$ cat src/rtl/axil_uart_lite_responder.sv
// ============================================================================
//  Module   : axil_uart_lite_responder
//  Purpose  : AXI4-Lite slave presenting the UART Lite register map, with
//             TX/RX byte FIFOs bridged to valid/ready byte streams.
//  Revision : 1.0 - initial release
// ============================================================================
`default_nettype none

module axil_uart_lite_responder #(
   parameter int ADDR_WIDTH = 28,
   parameter int DATA_WIDTH = 32,
   parameter int FIFO_DEPTH = 16
) (
   input  logic                      aclk,
   input  logic                      aresetn,
   // AXI4-Lite write address / data / response
   input  logic [ADDR_WIDTH-1:0]     s_axi_awaddr,
   input  logic [2:0]                s_axi_awprot,
   input  logic                      s_axi_awvalid,
   output logic                      s_axi_awready,
   input  logic [DATA_WIDTH-1:0]     s_axi_wdata,
   input  logic [DATA_WIDTH/8-1:0]   s_axi_wstrb,
   input  logic                      s_axi_wvalid,
   output logic                      s_axi_wready,
   output logic [1:0]                s_axi_bresp,
   output logic                      s_axi_bvalid,
   input  logic                      s_axi_bready,
   // AXI4-Lite read address / data
   input  logic [ADDR_WIDTH-1:0]     s_axi_araddr,
   input  logic [2:0]                s_axi_arprot,
   input  logic                      s_axi_arvalid,
   output logic                      s_axi_arready,
   output logic [DATA_WIDTH-1:0]     s_axi_rdata,
   output logic [1:0]                s_axi_rresp,
   output logic                      s_axi_rvalid,
   input  logic                      s_axi_rready,
   // byte streams
   output logic [7:0]                tx_data_o,
   output logic                      tx_v_o,
   input  logic                      tx_ready_i,
   input  logic [7:0]                rx_data_i,
   input  logic                      rx_v_i,
   output logic                      rx_ready_o,
   output logic                      interrupt_o
);

   localparam int                c_IDX_W    = $clog2(FIFO_DEPTH);
   localparam logic [c_IDX_W:0]  c_FULL_CNT = (c_IDX_W+1)'(FIFO_DEPTH);
   localparam logic [c_IDX_W:0]  c_PTR_ONE  = (c_IDX_W+1)'(1);
   localparam logic [1:0]        c_SEL_RX   = 2'd0;
   localparam logic [1:0]        c_SEL_TX   = 2'd1;
   localparam logic [1:0]        c_SEL_STAT = 2'd2;
   localparam logic [1:0]        c_SEL_CTRL = 2'd3;

   logic                   r_awready;
   logic                   r_bvalid;
   logic                   r_arready;
   logic                   r_rvalid;
   logic [DATA_WIDTH-1:0]  r_rdata;
   logic                   r_rx_ready;
   logic                   r_overrun;
   logic                   r_intr_en;
   logic                   r_interrupt;

   logic [7:0]             r_tx_mem [FIFO_DEPTH];
   logic [7:0]             r_rx_mem [FIFO_DEPTH];
   logic [c_IDX_W:0]       r_tx_wptr, r_tx_rptr, r_rx_wptr, r_rx_rptr;

   logic [c_IDX_W:0]       w_tx_count, w_rx_count;
   logic                   w_tx_empty, w_tx_full, w_rx_empty, w_rx_full;
   logic                   w_wr_fire, w_wr_en, w_rd_fire;
   logic [1:0]             w_wr_sel, w_rd_sel;
   logic                   w_tx_push, w_tx_pop, w_tx_clr;
   logic                   w_rx_push_req, w_rx_push, w_rx_pop, w_rx_clr;
   logic                   w_ctrl_wr, w_rx_rise, w_tx_drain;
   logic [7:0]             w_stat;
   logic [DATA_WIDTH-1:0]  w_rd_data;
   logic                   w_unused_ok;

   assign w_tx_count = r_tx_wptr - r_tx_rptr;
   assign w_rx_count = r_rx_wptr - r_rx_rptr;
   assign w_tx_empty = (w_tx_count == '0);
   assign w_tx_full  = (w_tx_count == c_FULL_CNT);
   assign w_rx_empty = (w_rx_count == '0);
   assign w_rx_full  = (w_rx_count == c_FULL_CNT);

   assign w_wr_fire  = r_awready & s_axi_awvalid & s_axi_wvalid;
   assign w_wr_en    = w_wr_fire & s_axi_wstrb[0];
   assign w_wr_sel   = s_axi_awaddr[3:2];
   assign w_rd_fire  = r_arready & s_axi_arvalid;
   assign w_rd_sel   = s_axi_araddr[3:2];

   assign w_ctrl_wr  = w_wr_en & (w_wr_sel == c_SEL_CTRL);
   assign w_tx_clr   = w_ctrl_wr & s_axi_wdata[0];
   assign w_rx_clr   = w_ctrl_wr & s_axi_wdata[1];

   // Full/empty are pre-cycle: a same-cycle pop never makes room for a push.
   assign w_tx_push     = w_wr_en & (w_wr_sel == c_SEL_TX) & ~w_tx_full;
   assign w_tx_pop      = ~w_tx_empty & tx_ready_i;
   assign w_rx_push_req = rx_v_i & r_rx_ready;
   assign w_rx_push     = w_rx_push_req & ~w_rx_full;
   assign w_rx_pop      = w_rd_fire & (w_rd_sel == c_SEL_RX) & ~w_rx_empty;

   assign w_rx_rise  = w_rx_push & w_rx_empty & ~w_rx_clr;
   assign w_tx_drain = w_tx_pop & (w_tx_count == c_PTR_ONE) & ~w_tx_push & ~w_tx_clr;

   assign w_stat = {2'b00, r_overrun, r_intr_en, w_tx_full, w_tx_empty, w_rx_full, ~w_rx_empty};

   always_comb begin
      w_rd_data = '0;
      case (w_rd_sel)
         c_SEL_RX:   if (!w_rx_empty) w_rd_data[7:0] = r_rx_mem[r_rx_rptr[c_IDX_W-1:0]];
         c_SEL_STAT: w_rd_data[7:0] = w_stat;
         default:    w_rd_data = '0;
      endcase
   end

   always_ff @(posedge aclk) begin
      if (!aresetn) begin
         r_awready   <= 1'b0;
         r_bvalid    <= 1'b0;
         r_arready   <= 1'b0;
         r_rvalid    <= 1'b0;
         r_rdata     <= '0;
         r_rx_ready  <= 1'b0;
         r_overrun   <= 1'b0;
         r_intr_en   <= 1'b0;
         r_interrupt <= 1'b0;
      end else begin
         r_rx_ready  <= 1'b1;
         // The !r_awready term keeps the accept strobe to a single cycle.
         r_awready   <= s_axi_awvalid & s_axi_wvalid & ~r_bvalid & ~r_awready;
         if (w_wr_fire)
            r_bvalid <= 1'b1;
         else if (s_axi_bready)
            r_bvalid <= 1'b0;

         r_arready   <= s_axi_arvalid & ~r_rvalid & ~r_arready;
         if (w_rd_fire) begin
            r_rvalid <= 1'b1;
            r_rdata  <= w_rd_data;
         end else if (s_axi_rready) begin
            r_rvalid <= 1'b0;
         end

         if (w_rx_push_req & w_rx_full)
            r_overrun <= 1'b1;
         else if (w_rd_fire & (w_rd_sel == c_SEL_STAT))
            r_overrun <= 1'b0;

         if (w_ctrl_wr)
            r_intr_en <= s_axi_wdata[4];
         r_interrupt <= r_intr_en & (w_rx_rise | w_tx_drain);
      end
   end

   always_ff @(posedge aclk) begin
      if (!aresetn) begin
         r_tx_wptr <= '0;
         r_tx_rptr <= '0;
         r_rx_wptr <= '0;
         r_rx_rptr <= '0;
      end else begin
         if (w_tx_clr) begin
            r_tx_wptr <= '0;
            r_tx_rptr <= '0;
         end else begin
            if (w_tx_push) r_tx_wptr <= r_tx_wptr + c_PTR_ONE;
            if (w_tx_pop)  r_tx_rptr <= r_tx_rptr + c_PTR_ONE;
         end
         if (w_rx_clr) begin
            r_rx_wptr <= '0;
            r_rx_rptr <= '0;
         end else begin
            if (w_rx_push) r_rx_wptr <= r_rx_wptr + c_PTR_ONE;
            if (w_rx_pop)  r_rx_rptr <= r_rx_rptr + c_PTR_ONE;
         end
      end
   end

   always_ff @(posedge aclk) begin
      if (w_tx_push) r_tx_mem[r_tx_wptr[c_IDX_W-1:0]] <= s_axi_wdata[7:0];
      if (w_rx_push) r_rx_mem[r_rx_wptr[c_IDX_W-1:0]] <= rx_data_i;
   end

   assign s_axi_awready = r_awready;
   assign s_axi_wready  = r_awready;
   assign s_axi_bresp   = 2'b00;
   assign s_axi_bvalid  = r_bvalid;
   assign s_axi_arready = r_arready;
   assign s_axi_rdata   = r_rdata;
   assign s_axi_rresp   = 2'b00;
   assign s_axi_rvalid  = r_rvalid;
   assign tx_data_o     = r_tx_mem[r_tx_rptr[c_IDX_W-1:0]];
   assign tx_v_o        = ~w_tx_empty;
   assign rx_ready_o    = r_rx_ready;
   assign interrupt_o   = r_interrupt;

   assign w_unused_ok = ^{s_axi_awprot, s_axi_arprot,
                          s_axi_awaddr[ADDR_WIDTH-1:4], s_axi_awaddr[1:0],
                          s_axi_araddr[ADDR_WIDTH-1:4], s_axi_araddr[1:0],
                          s_axi_wdata[DATA_WIDTH-1:8], s_axi_wstrb[DATA_WIDTH/8-1:1]};

endmodule

`default_nettype wire

$ cat config.mk
export PLATFORM = sky130hd
export DESIGN_NAME = axil_uart_lite_responder
export DESIGN_NICKNAME = d
export VERILOG_FILES = /design/src/rtl/axil_uart_lite_responder.sv
export SDC_FILE = /design/constraint.sdc
export NUM_CORES = 1
export LEC_CHECK = 0
export ABC_AREA = 1
export BUFFER_PORTS_ARGS = -buffer_cell sky130_fd_sc_hd__buf_2
export CORE_MARGIN = 4
export CORE_UTILIZATION = 52
export CTS_CLUSTER_SIZE = 25
export DETAILED_ROUTE_END_ITERATION = 6
export PLACE_DENSITY_LB_ADDON = 0.1
export RECOVER_POWER = 100
export SYNTH_ARGS = -nofsm -noshare
export SYNTH_HDL_FRONTEND = slang
export SYNTH_SLANG_ARGS = --single-unit
$ cat constraint.sdc
create_clock -name aclk -period 2.4 [get_ports aclk]
set_clock_uncertainty 0.05 [all_clocks]
set_input_delay 0.12 -clock aclk [delete_from_list [all_inputs] [get_ports aclk]]
set_output_delay 0.12 -clock aclk [all_outputs]
set_load 0.01 [all_outputs]
Word level (Yosys, flattened, before mapping)
Memory sizes are Yosys's and may differ from the RTL's. A register that Yosys moved wholly into a read port is not among the register bits.
Cells that the tools add are included.
{ "word_totals": {"register_bits": 36, "ram_bits": 256, "input_bits": 115, "output_inout_bits": 52, "n_memories": 2} }
{ "op_classes": {"n_addsub": 6, "eq_ne": 6, "n_mux": 17, "bitwise": 40, "n_reduce_logical": 8} }
{ "mem_list": {"columns": ["name", "depth", "word_bits", "read_ports", "rd_clocked_by_memory_dff", "write_ports", "line", "text"], "rows": [
  ["r_rx_mem", 16, 8, 1, 1, 1, "66", "logic [7:0] r_rx_mem [FIFO_DEPTH];"],
  ["r_tx_mem", 16, 8, 1, 1, 1, "65", "logic [7:0] r_tx_mem [FIFO_DEPTH];"]
]} }
{ "op_table": {"columns": ["cell", "count"], "rows": [
  ["$and A1 B1 Y1", 27],
  ["$add A5 B1 Y5 const B", 4],
  ["$mux W4", 4],
  ["$pmux W8 S2", 1],
  ["$not A1 Y1", 12],
  ["$mux W1", 11],
  ["$eq A5 B5 Y1 const B", 2],
  ["$logic_not A5 Y1", 2],
  ["$sub A5 B5 Y5", 2],
  ["$mux W8", 1],
  ["$reduce_bool A2 Y1", 3],
  ["$eq A5 B1 Y1 const B", 1],
  ["$eq A2 B2 Y1 const B", 2],
  ["$reduce_or A2 Y1", 2],
  ["$eq A2 B1 Y1 const B", 1],
  ["$logic_not A2 Y1", 1],
  ["$or A1 B1 Y1", 1]
]} }

Longest topological paths before layout
Gate-level depths: netlist of run 1.
{ "logic_depth": {"ltp_word": 10, "depth_mapped": 14, "depth_no_buf": 14} }

Least setup slack after synthesis of run 1
No wires, ideal clock.
{ "synth_timing": {"path_kind": "flip-flop to flip-flop", "start": "register r_tx_wptr[0]", "end": "memory r_tx_mem[0][0], enable pin", "setup_ns": 0.370, "t_arrival_ns": 2.149, "setup_slack_ns": -0.170, "stages_incl_launch_ff": 15, "n_path_buf": 0, "synth_period_minus_slack_ns": 2.570, "cell_sequence": "dfxtp_1 -> inv_1 -> ha_1 -> fa_1 -> inv_1 -> nand2_1 -> nand2_1 -> nor2_1 -> nand2_1 -> nor2_4 -> nand3_2 -> nand2_2 -> inv_2 -> nand2_1 -> nor2_1"} }
{ "synth_between": {"elab_chain_len": 6} }
{ "synth_rtl": {"columns": ["item", "line", "text"], "rows": [
  ["start, declared", "67", "logic [c_IDX_W:0] r_tx_wptr, r_tx_rptr, r_rx_wptr, r_rx_rptr;"],
  ["start signal, assigned", "168", "if (w_tx_push) r_tx_wptr <= r_tx_wptr + c_PTR_ONE;"],
  ["$sub A5 B5 Y5", "80", "assign w_tx_count = r_tx_wptr - r_tx_rptr;"],
  ["$eq A5 B5 Y1", "83", "assign w_tx_full = (w_tx_count == c_FULL_CNT);"],
  ["$not A1 Y1", "98", "assign w_tx_push = w_wr_en & (w_wr_sel == c_SEL_TX) & ~w_tx_full;"],
  ["$and A1 B1 Y1", "98", null],
  ["$mux W1", "182", "if (w_tx_push) r_tx_mem[r_tx_wptr[c_IDX_W-1:0]] <= s_axi_wdata[7:0];"],
  ["$mux W1 (not written as such)", "182", null],
  ["end, declared", "65", null]
]} }
Parallel ways exist; a longest one is shown, timed or not.

Worst setup path in the final report of run 1
{ "layout_timing": {"start": "register r_tx_wptr[0]", "end": "output port tx_v_o"} }
{ "layout_between": {"elab_chain_len": 3} }
{ "layout_rtl": {"columns": ["item", "line", "text"], "rows": [
  ["$sub A5 B5 Y5", "80", null],
  ["$logic_not A5 Y1", "82", "assign w_tx_empty = (w_tx_count == '0);"],
  ["$not A1 Y1", "195", "assign tx_v_o = ~w_tx_empty;"],
  ["end, declared", "39", "output logic tx_v_o,"]
]} }
No other way between the ends.

==> flow_results.org, run 1 <==
** Status
- The flow ran to the end, and the final reports show no timing, DRC or antenna violations.

** STA
- Minimum clock period after layout :: 2.37 ns
- Across all setup checks in the final design, the least slack found is 0.0281 ns.
- Setup violations remaining at the end of the flow were counted as 0.
- Setup repair after global routing could not meet its margin everywhere.
- Worst rel slew slack :: 0.376
- At the pin with the least slew margin, the transition time is 0.937 ns.
- Part of the cycle the worst path needs :: 0.988
- The final hold violation count was 0.
- Timing would allow up to 422 MHz.
- Final slew viol count :: 0
- Hold timing on the final database bottoms out at a slack of 0.0101 ns.

** Synthesis
- Mean Syn Cell Area :: 11.4 µm²
- The number of different library cells used by synthesis comes to 38.
- Most used flip-flop cell after synthesis :: sky130_fd_sc_hd__edfxtp_1
- In this run the cell area of the synthesized design comes to 12900 µm².
- In this run, synthesis inferred 256 flip-flops with an integrated enable.
- Cells after synthesis :: 1136
- Part of the Yosys area used for sequential elements :: 0.663
- Of all flip-flops after synthesis, the portion carrying an async set or reset was 0.
- The synthesized design contains 300 register bits.
- During synthesis, Yosys emitted a total of 0 warnings.

** Setup path
- The worst register-to-register path has a depth of 11.
- Data arrival time of the critical path :: 2.20 ns
- The worst setup path is launched from a register.
- The critical path is of the reg -> out type.
- Worst setup slack for register-to-register paths :: 0.05 ns
- Required time of the worst setup path :: 2.23 ns
- In this run the critical register-to-register path is launched from r_rx_rptr[2].
- The worst setup path is captured at an output pin.
- The worst register-to-register path ends at r_rx_mem[13][7].
- Critical-path maximum fanout :: 5

** Power and ir drop
- Portion of total power attributed to sequential cells :: 0.437
- The share of total power dissipated in the clock network is 0.355.
- Combinational Power Share :: 0.208
- Pwr Total :: 13200 µW
- Switching power :: 3550 µW
- Peak supply drop :: 0.619 mV
- Switching power as a share of total power :: 0.268
- Pwr per Cell Area :: 851 nW/µm²
- Internal power comes to 9680 µW.
- In this run the static leakage power is 0.00562 µW.

** Clock tree
- CTS tree :: done
- For this design, the sink count on the clock tree is 300.
- CTS root buffer :: sky130_fd_sc_hd__clkbuf_16
- In this run the number of H-tree levels came out at 2.
- Total clock buffers created by CTS :: 34
- Largest buffer count on any clock path :: 3
- Clock latency on the worst-skew pair :: 0.51 ns
- Post-CTS clock slew at the launch and capture registers of the worst setup and hold paths :: 0.05 ns

** Min path
- In this run the most critical hold path is launched from s_axi_awaddr[3].
- Along the worst hold path, the cell count comes to 4.
- Class of the most critical hold timing path :: in -> reg
- For hold timing, the worst endpoint is r_intr_en.

** Die
- Horizontal extent of the die :: 166 µm
- After floorplanning, the core was divided into 57 placement rows.
- The floorplan step defined a die boundary enclosing 27400 µm².
- Die height :: 166 µm
- For this configuration, the core starts out at a cell density of 0.530.
- Floorplan Core Area :: 24400 µm²
- Number of ports placed on the die boundary :: 167

** Place
- Post-placement cell count :: 1536
- Port buffer count :: 53
- Post-placement setup slack :: -0.125 ns
- Last weighted congestion value of the routability-driven placer :: 0.796
- Half-perimeter wire length after detailed placement :: 18200 µm

** Finish
- Footprint of the multi-input gates :: 3860 µm²
- Across the whole layout, storage elements account for 8580 µm².
- Counting the fill cells in the layout gives 1963.
- 0 antenna diodes ended up in the layout.
- Post-route insts no fill :: 1633
- Fin nets :: 1420
- Synthesis-to-layout area growth :: 20.3%
- In the final layout, the share of cells above drive strength 1 is 0.153.

** Route
- Final routed wirelength across all metal layers :: 28700 µm
- DRC violation count after routing :: 0
- Routed wire per std cell :: 17.6 µm
- DRT Pass-1 Iters :: 5
- Antenna-violating nets left :: 0
- Detailed routing inserted a total of 8534 vias.
- DRC marker count from the first detailed-route iteration :: 584
- Vias per cell :: 5.23

** Global route
- Entering global routing, the biggest net connects 36 pins.
- Summed over all layers, the global routing overflow is 0.
- The number of global-route vias before repair came to 8273.
- The initial antenna violation count is 0.
- Overall track demand over capacity in global routing :: 0.205
- The first global-routing pass estimated 45100 µm of wire.

** Job
- Across the run, the number of max-cap violations was 0.
[cell usage in the layout, fill, tap and decap left out, types with 32 or more instances in the layout]
cell and instances:
sky130_fd_sc_hd__a21oi_1 67, sky130_fd_sc_hd__buf_4 67, sky130_fd_sc_hd__clkbuf_1 45, sky130_fd_sc_hd__clkbuf_16 34, sky130_fd_sc_hd__dfxtp_1 39, sky130_fd_sc_hd__edfxtp_1 256, sky130_fd_sc_hd__inv_1 80, sky130_fd_sc_hd__mux2i_1 32
sky130_fd_sc_hd__nand2_1 204, sky130_fd_sc_hd__nand3_1 154, sky130_fd_sc_hd__nor2_1 32, sky130_fd_sc_hd__o211ai_1 34, sky130_fd_sc_hd__o21ai_0 49
[cells in the mapped netlist (all sizes together), types with 11 or more instances]
cell      n  area, µm²
buf      52        348
nor3     13       65.1
o211ai   34        255
nor2     50        203
nand3   158        801
xor2     11       96.3
mux2i    32        320
nand2   214        858
edfxtp  256       7690
dfxtp    44        881
ha       18        225
a21oi    70        354
clkbuf   26       97.6
inv      87        329
o21ai    50        250
[worst max-delay path, stage by stage (launching register included)]
cell                      delay, ns
sky130_fd_sc_hd__dfxtp_2       0.33
sky130_fd_sc_hd__inv_2         0.05
sky130_fd_sc_hd__ha_4          0.15
sky130_fd_sc_hd__fa_2          0.53
sky130_fd_sc_hd__inv_2         0.03
sky130_fd_sc_hd__nor2_2        0.08
sky130_fd_sc_hd__nand2_2       0.07
sky130_fd_sc_hd__nor2_4        0.12
sky130_fd_sc_hd__buf_6         0.12
sky130_fd_sc_hd__nand3_4       0.08
sky130_fd_sc_hd__buf_6         0.14
[power groups by stage]
| stage | clock network (µW) | registers (µW) | logic (µW) |
|---|---|---|---|
| after floorplan | 0 | 5840 | 1550 |
| after global placement | 0 | 5960 | 2200 |
| after detailed placement | 0 | 5960 | 2220 |
| after CTS | 4770 | 5830 | 2420 |
| after global routing | 5030 | 5780 | 2990 |
| final | 4700 | 5780 | 2750 |
[through the flow]
| step | TNS [ns] | area, µm² | util |
|---|---|---|---|
| floorplan | -16.98 | 13100 | - |
| global placement | -5.09 | 14000 | 0.575 |
| detailed placement | -8.88 | 14000 | 0.575 |
| CTS | -0.0601 | 15400 | 0.633 |
| global route | -8.37 | 15500 | 0.637 |
| finish | 0 | 15500 | 0.637 |
[per-layer routing]
layer / routed length (µm) / vias up / global-route usage
li1: - / 4242 / -
met3: 1240 / 55 / 0.0310
met2: 14600 / 207 / 0.358
met1: 12000 / 4030 / 0.261
met4: 793 / 0 / 0.0725
met5: 0 / - / 0
[layout make-up]
| class | instances | area share |
|---|---|---|
| clock buffer | 47 | 0.0579 |
| inverter | 91 | 0.0225 |
| timing repair buffer | 165 | 0.0868 |
| tap | 324 | 0.0261 |
| clock inverter | 12 | 0.00660 |
| multi-input combinational | 694 | 0.249 |
| sequential | 300 | 0.552 |
[what timing repair did]
action	CTS	global route
hold endpoints to repair	223	0
resized for setup	26	15
endpoints found under the setup margin	127	259
hold buffers	26	0
pin swaps	4	5
buffers inserted	2	10
[registers in the layout, indices dropped and copies added (netlist names), named ones only]
name           count
s_axi_arready      1
r_rx_wptr          5
rx_ready_o         1
interrupt_o        1
s_axi_bvalid       1
r_overrun          1
r_tx_rptr          5
r_tx_mem         128
r_rx_mem         128
r_rx_rptr          5
r_intr_en          1
r_tx_wptr          5
s_axi_rvalid       1
s_axi_awready      1
s_axi_rdata        8
[worst max-delay path by stage]
stage | startpoint | end | cells after the start | slack (ns)
after floorplan | r_rx_rptr[2] | r_rx_mem[4][0] | 13 | -0.12
after global placement | r_rx_rptr[2] | r_rx_mem[15][6] | 9 | -0.1
after detailed placement | r_rx_rptr[2] | r_rx_mem[15][1] | 9 | -0.12
after CTS | r_tx_wptr[0] | tx_v_o | 10 | -0.06
after global routing | r_tx_wptr[0] | tx_v_o | 10 | -0.09
final | r_tx_wptr[0] | tx_v_o | 10 | 0.03
[logic make-up (layout without fill, tap and decap cells)]
kind of cell / count (synthesis) / in the layout / synth area share
mux: 32 / 32 / 0.0248
xor+xnor: 13 / 13 / 0.00881
fa+ha+maj: 19 / 19 / 0.0190
flops: 300 / 300 / 0.663
buf+inv: 169 / 315 / 0.0611
simple gates: 445 / 445 / 0.154
compound gates: 157 / 157 / 0.0685
other cells: 1 / 28 / 0.000290
No activity file was read; power rests on OpenSTA's default activity.
==> inputs of run 2 (changes only) <==
- PLACE_DENSITY_LB_ADDON: 0.1 -> 0.05
==> run 2 against run 1 <==
Against the previous run: the run now ends with negative setup slack left; cell count down 0.49%; total power increased by 3.7%; final area barely moved; critical path depth unchanged; hold slack gained 0.015 ns; sequential cell count is the same; count of clock-buffer cells in the layout shrank 4; non-clock buffer count shrank 11; die area unchanged; fmax fell by 2.3%; setup slack worse by 0.057 ns; largest power group unchanged.
==> flow_results.org, run 2 (synthesis results as in run 1) <==
** Status
- Run status :: finished, violations left
- The checks that failed: negative setup slack.

** Setup path
- Category of the most critical setup path :: reg -> out
- The required time at the worst-slack endpoint came to 2.23 ns (about the same).
- Critical-path maximum fanout :: 6 (+1)
- STA classifies the critical path endpoint as an output pin.
- Data arrival time of the critical path :: 2.26 ns (+0.06 ns)
- The worst setup path is launched from a register.

** Route
- Final routed wirelength across all metal layers :: 30200 µm (+5.1%)
- The total iterations of the first detailed-routing run came to 5 (unchanged).
- The post-route antenna net violation count is 0 (unchanged).
- The detailed-route vias per instance is 5.25 (+0.52%).
- The initial DRC count came to 588 (+0.68%).
- The wire length per cell after detailed routing was 18.6 µm (+5.6%).
- DRC violation count after routing :: 0 (unchanged)
- Vias post-DR :: 8536 (+0.023%)

** STA
- The period utilization is 1.01 (+0.0238).
- The final hold violation count was 0 (unchanged).
- The worst path setup slack after routing was -0.0290 ns (-0.0571 ns).
- Setup repair after global routing missed its margin :: yes
- The final hold slack was 0.0247 ns (+0.0146 ns).
- Setup TNS :: -0.0290 ns (-0.0290 ns)
- The number of pins exceeding their max-slew limit in the final report was 0 (unchanged).
- Slew at the pin closest to its max-slew limit :: 1.00 ns (+0.0635 ns)
- Total setup violations reported at the end of the flow :: 1 (+1)
- The final critical-path required period was 2.43 ns (+0.0571 ns).
- FMAX :: 412 MHz (-2.3%)
- The relative slew slack came to 0.333 (-0.0423).

** Power and ir drop
- The reported leakage power is 0.00563 µW (+0.14%).
- The cell area power density was 882 nW/µm² (+3.7%).
- The overall power came to 13700 µW (+3.7%).
- Peak supply drop :: 0.834 mV (+35%)

** Finish
- Share of final-layout standard cells stronger than drive strength 1 :: 0.160 (+0.00709)
- Fin nets :: 1409 (-0.77%)
- Diodes inserted :: 0 (unchanged)
- Number of fill cells in the layout :: 1978 (+0.76%)
- The area of all placed cells without fillers was 15600 µm² (about the same).
- The utilization after layout came to 0.638 (about the same).
- The area growth from synthesis to layout was 20.4% (about the same).
- Commonest non-fill, non-tap cell in the layout :: sky130_fd_sc_hd__edfxtp_1
- The library cells used most frequently in the layout, excluding fill and tap cells, are 256 x sky130_fd_sc_hd__edfxtp_1, 202 x sky130_fd_sc_hd__nand2_1, 153 x sky130_fd_sc_hd__nand3_1.

** Global route
- The total grt overflow came to 0 (unchanged).
- The overall fraction of global-route tracks in use came to 0.216 (+0.0111).
- Number of global-route vias before repair :: 8432 (+1.9%)
- The largest net degree at the start of global routing was 34 (-5.6%).
- The initial antenna violation count is 0 (unchanged).
- First-pass GRT wire length :: 47000 µm (+4.3%)

** Die
- Number of ports placed on the die boundary :: 167 (unchanged)
- The full die area was 27400 µm² (unchanged).
- The core box area is 24400 µm² (unchanged).
- The die width is 166 µm (unchanged).
- Die height :: 166 µm (unchanged)
- The effective utilization at floorplan came to 0.530 (unchanged).
- # rows :: 57 (unchanged)

** Clock tree
- Largest buffer count on any clock path :: 3 (unchanged)
- The number of CTS-inserted buffers came to 34 (unchanged).
- CTS root buffer :: sky130_fd_sc_hd__clkbuf_16
- H-tree depth reported by CTS :: 2 (unchanged)
- The clock transition at the registers of the reported paths is 0.06 ns (about the same).
- TritonCTS built the clock tree.
- Clock latency on the worst-skew pair :: 0.50 ns (about the same)
- Number of sinks handled by clock tree synthesis :: 300 (unchanged)

** Place
- The final weighted congestion of routability-driven global placement came to 0.798 (+0.23%).
- The cell area after placement is 14000 µm² (-0.45%).
- Port buffer count :: 53 (unchanged)
- The detailed placer's ending HPWL came to 18900 µm (+4.0%).

** Job
- The max-capacitance violation count is 0 (unchanged).

** Min path
- The worst hold path belongs to the class in -> reg.
[run 2: layout make-up]
| class | instances | area, µm² | share of cell area |
|---|---|---|---|
| inverters | 91 | 357 | 0.0229 |
| multi-input cells | 694 | 3930 | 0.252 |
| clock buffers | 43 | 948 | 0.0610 |
| flip-flops and latches | 300 | 8570 | 0.551 |
| well taps | 324 | 405 | 0.0261 |
| clock inverters | 19 | 190 | 0.0122 |
| repair buffers | 154 | 1150 | 0.0740 |
[run 2: final timing paths]
kind | start | endpoint | slack, ns | depth (start not counted)
max | r_tx_wptr[0] | tx_v_o | -0.03 | 10
min reg2reg | s_axi_arready | s_axi_arready | 0.39 | 1
max reg2reg | r_tx_wptr[0] | r_tx_mem[10][3] | 0.05 | 13
min | s_axi_awaddr[2] | r_intr_en | 0.02 | 4
[run 2: critical path: stages (launching register included)]
cell                      delay [ns]
sky130_fd_sc_hd__dfxtp_2        0.33
sky130_fd_sc_hd__inv_2          0.05
sky130_fd_sc_hd__ha_4           0.16
sky130_fd_sc_hd__fa_2           0.57
sky130_fd_sc_hd__inv_2          0.03
sky130_fd_sc_hd__nor2_2         0.08
sky130_fd_sc_hd__nand2_2        0.07
sky130_fd_sc_hd__nor2_4         0.13
sky130_fd_sc_hd__buf_6          0.12
sky130_fd_sc_hd__nand3_4        0.09
sky130_fd_sc_hd__buf_6          0.15
[run 2: what timing repair did]
action / in CTS / in global routing
endpoints found under the hold margin: 161 / 0
endpoints found under the setup margin: 135 / 255
pin swaps: 2 / 11
gates resized for setup: 14 / 51
hold buffers: 23 / 0
buffers inserted: 1 / 8
[run 2: metrics by stage]
step                cells  setup slack (ns)
finish               1625           -0.0290
floorplan            1163            -0.122
global route         1625            -0.146
detailed placement   1541            -0.122
global placement     1541           -0.0787
CTS                  1627           -0.0857
[run 2: report_power, final]
part           leakage, µW  switching, µW  total [µW]  internal (µW)
logic              0.00241           1540        2700           1160
registers          0.00266            106        5820           5710
clock network     0.000560           1980        5210           3230
[run 2: layer usage]
metal / up-vias / part of all wire / GRT usage
li1: 4226 / - / -
met1: 4052 / 0.42 / 0.279
met2: 201 / 0.52 / 0.382
met3: 57 / 0.037 / 0.0276
met4: 0 / 0.028 / 0.0646
met5: - / 0 / 0
